===== src/rtl/fifo_pkg.sv =====
// Shared types and default sizing for the FIFO read-side stream adapter.
// Compile-time constants only; no timing or flow-control behaviour.
package fifo_pkg;
  localparam int FIFO_WIDTH    = 16;
  localparam int BUF_DEPTH_DEF = 3;
  localparam int ERR_CNT_W_DEF = 8;

  typedef logic [FIFO_WIDTH-1:0] fifo_data_t;
endpackage


===== src/rtl/fifo_rd_skid_buf.sv =====
// Ring buffer with push/pop/clear that holds words already read from the FIFO; head is valid while occ != 0.
// Zero-latency head; the caller must never push when full, because this buffer cannot backpressure.
module fifo_rd_skid_buf import fifo_pkg::*; #(
  parameter int WIDTH = FIFO_WIDTH,
  parameter int DEPTH = BUF_DEPTH_DEF,
  localparam int OCC_W = $clog2(DEPTH + 1),
  localparam int PTR_W = $clog2(DEPTH)
) (
  input  logic             clk,
  input  logic             rst,
  input  logic             clear,
  input  logic             push,
  input  logic [WIDTH-1:0] push_data,
  input  logic             pop,
  output logic [WIDTH-1:0] head,
  output logic [OCC_W-1:0] occ,
  output logic             full
);

  logic [WIDTH-1:0] mem [DEPTH];
  logic [PTR_W-1:0] wr_ptr;
  logic [PTR_W-1:0] rd_ptr;
  logic             pop_ok;

  // Compare-and-reset wrap so a non power-of-two depth never aliases.
  function automatic logic [PTR_W-1:0] ptr_inc(input logic [PTR_W-1:0] p);
    return (p == PTR_W'(DEPTH - 1)) ? '0 : p + PTR_W'(1);
  endfunction

  assign pop_ok = pop && (occ != '0);
  assign full   = (occ == OCC_W'(DEPTH));
  assign head   = (occ != '0) ? mem[rd_ptr] : '0;

  always_ff @(posedge clk) begin
    if (push && !clear) begin
      mem[wr_ptr] <= push_data;
    end
  end

  always_ff @(posedge clk) begin
    if (rst || clear) begin
      wr_ptr <= '0;
      rd_ptr <= '0;
      occ    <= '0;
    end else begin
      if (push) begin
        wr_ptr <= ptr_inc(wr_ptr);
      end
      if (pop_ok) begin
        rd_ptr <= ptr_inc(rd_ptr);
      end
      unique case ({push, pop_ok})
        2'b10:   occ <= occ + OCC_W'(1);
        2'b01:   occ <= occ - OCC_W'(1);
        default: occ <= occ;
      endcase
    end
  end

  a_no_push_when_full: assert property (@(posedge clk) disable iff (rst) !(push && full));

endmodule


===== src/rtl/fifo_rd_stream_adapter.sv =====
// Drains a sync FIFO into a valid/ready stream; rd_en in cycle t gives m_valid in t+2 when the buffer is empty.
// Backpressure via buffer occupancy only: reads stop when buffered plus in-flight words reach BUF_DEPTH.
module fifo_rd_stream_adapter import fifo_pkg::*; #(
  parameter int FIFO_WIDTH = fifo_pkg::FIFO_WIDTH,
  parameter int BUF_DEPTH  = BUF_DEPTH_DEF,
  parameter int ERR_CNT_W  = ERR_CNT_W_DEF
) (
  input  logic                  clk,
  input  logic                  rst,
  output logic                  fifo_rd_en,
  input  logic [FIFO_WIDTH-1:0] fifo_data_out,
  input  logic                  fifo_empty,
  input  logic                  fifo_underflow,
  input  logic                  flush,
  output logic [FIFO_WIDTH-1:0] m_data,
  output logic                  m_valid,
  input  logic                  m_ready,
  output logic                  busy,
  output logic                  underflow_err,
  output logic [ERR_CNT_W-1:0]  underflow_cnt
);

  localparam int OCC_W = $clog2(BUF_DEPTH + 1);

  if (BUF_DEPTH < 2) begin : g_depth_chk
    $fatal(1, "BUF_DEPTH must be at least 2");
  end

  logic             inflight_q;
  logic [OCC_W-1:0] occ;
  logic             full;
  logic [OCC_W:0]   pending;
  logic             rd_room;
  logic             push;
  logic             pop;

  // Count the in-flight word so the buffer always has room for it when it lands.
  assign pending    = {1'b0, occ} + {{OCC_W{1'b0}}, inflight_q};
  assign rd_room    = !full && (pending < (OCC_W + 1)'(BUF_DEPTH));
  assign fifo_rd_en = !rst && !flush && !fifo_empty && rd_room;

  assign push    = inflight_q && !flush && !fifo_underflow;
  assign m_valid = (occ != '0);
  assign pop     = m_valid && m_ready;
  assign busy    = m_valid || inflight_q;

  always_ff @(posedge clk) begin
    if (rst) begin
      inflight_q <= 1'b0;
    end else begin
      inflight_q <= fifo_rd_en;
    end
  end

  always_ff @(posedge clk) begin
    if (rst) begin
      underflow_err <= 1'b0;
      underflow_cnt <= '0;
    end else if (fifo_underflow) begin
      underflow_err <= 1'b1;
      if (underflow_cnt != '1) begin
        underflow_cnt <= underflow_cnt + ERR_CNT_W'(1);
      end
    end
  end

  fifo_rd_skid_buf #(
    .WIDTH (FIFO_WIDTH),
    .DEPTH (BUF_DEPTH)
  ) u_skid (
    .clk       (clk),
    .rst       (rst),
    .clear     (flush),
    .push      (push),
    .push_data (fifo_data_out),
    .pop       (pop),
    .head      (m_data),
    .occ       (occ),
    .full      (full)
  );

endmodule


===== config.mk =====
export PLATFORM = sky130hd
export DESIGN_NAME = fifo_rd_stream_adapter
export DESIGN_NICKNAME = d
export VERILOG_FILES = /design/src/rtl/fifo_pkg.sv /design/src/rtl/fifo_rd_skid_buf.sv /design/src/rtl/fifo_rd_stream_adapter.sv
export SDC_FILE = /design/constraint.sdc
export NUM_CORES = 1
export LEC_CHECK = 0
export ABC_CLOCK_PERIOD_IN_PS = 3300
export CAP_MARGIN = 25
export CORE_MARGIN = 1.5
export CORE_UTILIZATION = 51
export DETAILED_ROUTE_END_ITERATION = 6
export PLACE_DENSITY = 0.78
export SLEW_MARGIN = 20
export SYNTH_ARGS = -nofsm -noshare
export SYNTH_HDL_FRONTEND = slang
export SYNTH_SLANG_ARGS = --single-unit

===== constraint.sdc =====
create_clock -name clk -period 3.3 [get_ports clk]
set_input_delay 0.66 -clock clk [delete_from_list [all_inputs] [get_ports clk]]
set_output_delay 0.66 -clock clk [all_outputs]
set_load 0.02 [all_outputs]

==> results_tabular.tex <==
\begin{tabular}{lr}
\hline
Metric & Value \\
\hline
\multicolumn{2}{l}{\textbf{Detailed routing}} \\
\quad Vias & 1693 \\
\quad Number of DRC violations after detailed-routing iteration 0 & 94 \\
\quad Post-detailed-route count of antenna-violating nets & 0 \\
\quad Post-Route WL & 4760 microns \\
\quad Vias per cell & 5.21 \\
\quad Number of remaining DRC errors & 0 \\
\quad Post-detailed-route wirelength per cell & 14.6 microns \\
\quad Length of the first detailed-routing pass in iterations & 4 \\
\multicolumn{2}{l}{\textbf{Floorplanning}} \\
\quad Core Area & 0.00511 sq mm \\
\quad DIE WIDTH & 75.9 microns \\
\quad Die height & 75.9 microns \\
\quad Starting density of the core & 53.0\% \\
\quad Die area & 0.00576 sq mm \\
\quad Number of placement rows & 26 \\
\quad Number of primary I/O pins & 50 \\
\multicolumn{2}{l}{\textbf{Job}} \\
\quad Number of violations of the max-capacitance limit & 0 \\
\multicolumn{2}{l}{\textbf{Clock network}} \\
\quad Post-CTS Hold Buffers & 0 \\
\quad Buffer levels on the longest clock path & 2 \\
\quad Number of clock buffers inserted by TritonCTS & 9 \\
\quad Clock Tree Root & sky130\_fd\_sc\_hd\_\_clkbuf\_8 \\
\quad Max H-tree Level & 3 \\
\quad Number of gates given a new drive strength after cts & 0 \\
\quad Number of sinks on the clock net & 66 \\
\quad Clock tree from TritonCTS & done \\
\quad Setup fix buffers added after clock tree synthesis & 0 \\
\quad Clock insertion delay at the later pin of the skew report & 330 ps \\
\quad CTS clk-pin slew, worst paths & 70 ps \\
\multicolumn{2}{l}{\textbf{STA}} \\
\quad RSZ-0062 raised after global routing & false \\
\quad Min Clock Period, post-route & 3050 ps \\
\quad Aggregate negative setup slack & 0 ps \\
\quad Clock Skew & 6.37 ps \\
\quad Fmax & 328 MHz \\
\quad Final setup violating endpoints & 0 \\
\quad Slew headroom & 77.1\% \\
\quad Actual slew at the worst max-slew pin & 341 ps \\
\quad Total count of hold-check failures in the final report & 0 \\
\quad Final Max Slew Viols & 0 \\
\quad Final period utilization & 92.3\% \\
\multicolumn{2}{l}{\textbf{Synthesis}} \\
\quad Sequential share of the synthesized area & 66.5\% \\
\quad Count of flip-flops with a built-in enable after synthesis & 48 \\
\quad Yosys Warn Count & 0 \\
\quad Average cell area after synthesis & 14.1 sq um \\
\quad Cell taking the most area after synthesis & sky130\_fd\_sc\_hd\_\_edfxtp\_1 \\
\quad Number of distinct library cell variants in the gate-level netlist after synthesis & 40 \\
\quad Largest cells by area after synthesis & sky130\_fd\_sc\_hd\_\_edfxtp\_1, sky130\_fd\_sc\_hd\_\_dfxtp\_1, sky130\_fd\_sc\_hd\_\_mux2\_2 \\
\quad Synthesized netlist net count & 218 \\
\quad Post-Syn Area & 0.00271 sq mm \\
\quad Top\_reg\_cell synth & sky130\_fd\_sc\_hd\_\_edfxtp\_1 \\
\quad Share of async-settable or async-resettable flops after synthesis & 0\% \\
\quad Post-synthesis sequential element count & 66 \\
\quad Yosys top cell area share & 53.2\% \\
\quad Post-Syn Instances & 192 \\
\multicolumn{2}{l}{\textbf{Critical path}} \\
\quad Startpoint kind of the worst setup timing path & input port \\
\quad Slowest Stage Delay on Critical Path & 660 ps \\
\quad Critical path fanouts, max & 8 \\
\quad Required time reported for the critical path endpoint & 2640 ps \\
\quad Critical Path Most Common Cell & sky130\_fd\_sc\_hd\_\_clkdlybuf4s50\_1 \\
\quad Number of cell instances on the worst register-to-register path & 4 \\
\quad Worst Setup End Kind & output pin \\
\quad CP max-delay cell & sky130\_fd\_sc\_hd\_\_clkdlybuf4s50\_1 \\
\quad Reg2reg setup slack & 1480 ps \\
\quad Worst EP arrival & 2390 ps \\
\quad Crit path cell chain & clkdlybuf4s50\_1, or2\_2, nor4\_1, clkdlybuf4s50\_1 \\
\quad Crit Path Class & input port to output pin \\
\quad Destination of the worst register-to-register timing path & u\_skid.mem[0][11] \\
\quad Startpoint of the worst-slack reg-to-reg timing path & inflight\_q \\
\multicolumn{2}{l}{\textbf{Global routing}} \\
\quad Global Route Usage Sum & 18.4\% \\
\quad Global-route wire length before repair & 7420 microns \\
\quad Overflow left after global routing & 0 \\
\quad Antenna violations before repair & 0 \\
\quad Via count of the first global-routing pass & 1654 \\
\quad Maximum number of pins on one net before global-route repair & 18 \\
\multicolumn{2}{l}{\textbf{Run status}} \\
\quad Status & finished, final reports clean \\
\multicolumn{2}{l}{\textbf{Pwr}} \\
\quad Maximum VDD drop & 0.000313 V \\
\quad Relative contribution of sequential cells to total power & 58.3\% \\
\quad Psw & 338 uW \\
\quad Net switching fraction of the power & 21.9\% \\
\quad Combinational group share of total power & 4.8\% \\
\quad Static Leakage & 0.00117 uW \\
\quad Power Density & 444 mW/mm\^{}2 \\
\quad Internal power of the cells & 1200 uW \\
\quad Proportion of power drawn by the clock network & 37.0\% \\
\multicolumn{2}{l}{\textbf{Cells and area}} \\
\quad Top library cells by usage in the layout, fill and taps aside & sky130\_fd\_sc\_hd\_\_clkdlybuf4s50\_1, sky130\_fd\_sc\_hd\_\_edfxtp\_1, sky130\_fd\_sc\_hd\_\_nor2\_1 \\
\quad Area taken by flip-flops and latches & 0.00180 sq mm \\
\quad Area of the multi-input gates & 853 sq um \\
\quad Design area & 0.00348 sq mm \\
\quad Area growth from synthesis to layout & 28.4\% \\
\quad Antenna Diode Count & 0 \\
\quad Non-Filler Instances & 325 \\
\quad Filler Cell Count & 390 \\
\quad Most common cell after layout, fill and taps aside & sky130\_fd\_sc\_hd\_\_clkdlybuf4s50\_1 \\
\quad Layout cells sized above 1 & 18.4\% \\
\quad Fin util & 68.1\% \\
\quad Total Nets Final & 276 \\
\multicolumn{2}{l}{\textbf{Placed design}} \\
\quad HPWL Detailed & 3100 microns \\
\quad Area of placed instances & 0.00331 sq mm \\
\quad Instance count after placement with tap cells included & 309 \\
\quad Port bufs & 49 \\
\quad Routability Congestion & 0.756 \\
\multicolumn{2}{l}{\textbf{Worst hold path}} \\
\quad Endpoint of the worst hold-timing path & underflow\_err \\
\quad Number of instances on the worst hold path & 2 \\
\quad Hold/Removal Path Class & flop to flop \\
\quad Hold Path Origin & underflow\_err \\
\hline
\end{tabular}
[worst max-delay path: cells and delay by family]
| family | cells | cell delay, ps |
|---|---|---|
| buf+inv | 2 | 1080 |
| simple gates | 2 | 650 |
[cells in the mapped netlist (2+ instances only)]
cell                       count
sky130_fd_sc_hd__edfxtp_1     48
sky130_fd_sc_hd__nor2_1       21
sky130_fd_sc_hd__dfxtp_1      18
sky130_fd_sc_hd__mux2_2       17
sky130_fd_sc_hd__mux2i_1      17
sky130_fd_sc_hd__nand2_1       6
sky130_fd_sc_hd__a21oi_1       5
sky130_fd_sc_hd__buf_2         5
sky130_fd_sc_hd__clkbuf_1      5
sky130_fd_sc_hd__ha_1          4
sky130_fd_sc_hd__inv_1         4
sky130_fd_sc_hd__a211oi_1      3
sky130_fd_sc_hd__a31oi_1       3
sky130_fd_sc_hd__and4_1        3
sky130_fd_sc_hd__nor3_1        3
sky130_fd_sc_hd__or3_1         3
sky130_fd_sc_hd__nand2b_1      2
sky130_fd_sc_hd__nor4_1        2
sky130_fd_sc_hd__nor4bb_1      2
[registers in the layout, indices dropped and copies added, names as in the netlist, named ones only]
signal         cells
u_skid.mem        48
u_skid.occ         2
underflow_err      1
u_skid.wr_ptr      2
underflow_cnt      8
inflight_q         1
u_skid.rd_ptr      2
[through the flow]
step,total power [uW],setup WS [ps],hold slack [ps]
after floorplan,943,457,455
after global placement,988,318,467
after detailed placement,990,249,465
after CTS,1560,225,489
after global routing,1600,184,531
final,1540,254,486
[layer usage]
layer  vias up  global-route usage [%]  part of all wire (%)
li1        835                       -                     -
met1       803                    20.6                    44
met2        47                    31.3                    49
met3         8                    6.08                   5.8
met4         0                    9.52                   1.7
met5         -                       0                     0
[power groups by stage]
stage          Combinational (uW)  Sequential (uW)  Clock (uW)
2_1_floorplan                22.7              920           0
3_3_place_gp                 71.7              917           0
3_5_place_dp                 73.4              917           0
4_1_cts                      74.0              899         585
5_1_grt                      79.0              899         620
6_report                     73.4              899         571
[how the worst max path moves through the flow]
stage                              start                to  slack [ps]
after floorplan           fifo_underflow  u_skid.mem[2][0]         460
after global placement             flush        fifo_rd_en         320
after detailed placement           flush        fifo_rd_en         250
after CTS                          flush        fifo_rd_en         220
after global routing               flush        fifo_rd_en         180
final                              flush        fifo_rd_en         250
[layout make-up]
class | instances | area share (%)
Inverter | 4 | 0.432
Clock inverter | 7 | 1.33
Clock buffer | 9 | 3.56
Tap cell | 70 | 2.52
Multi-Input combinational cell | 112 | 24.5
Sequential cell | 66 | 51.8
Timing Repair Buffer | 57 | 15.8
[logic make-up after synthesis]
kind of cell	share of synthesized area, %
multiplexers	13.3
AO/OA/AOI/OAI	4.71
buffers and inverters	2.17
AND/OR/NAND/NOR	10.8
adder cells (fa/ha/maj)	1.85
XOR/XNOR	0.647
flip-flops	66.5
(Power assumes the default switching activity.)
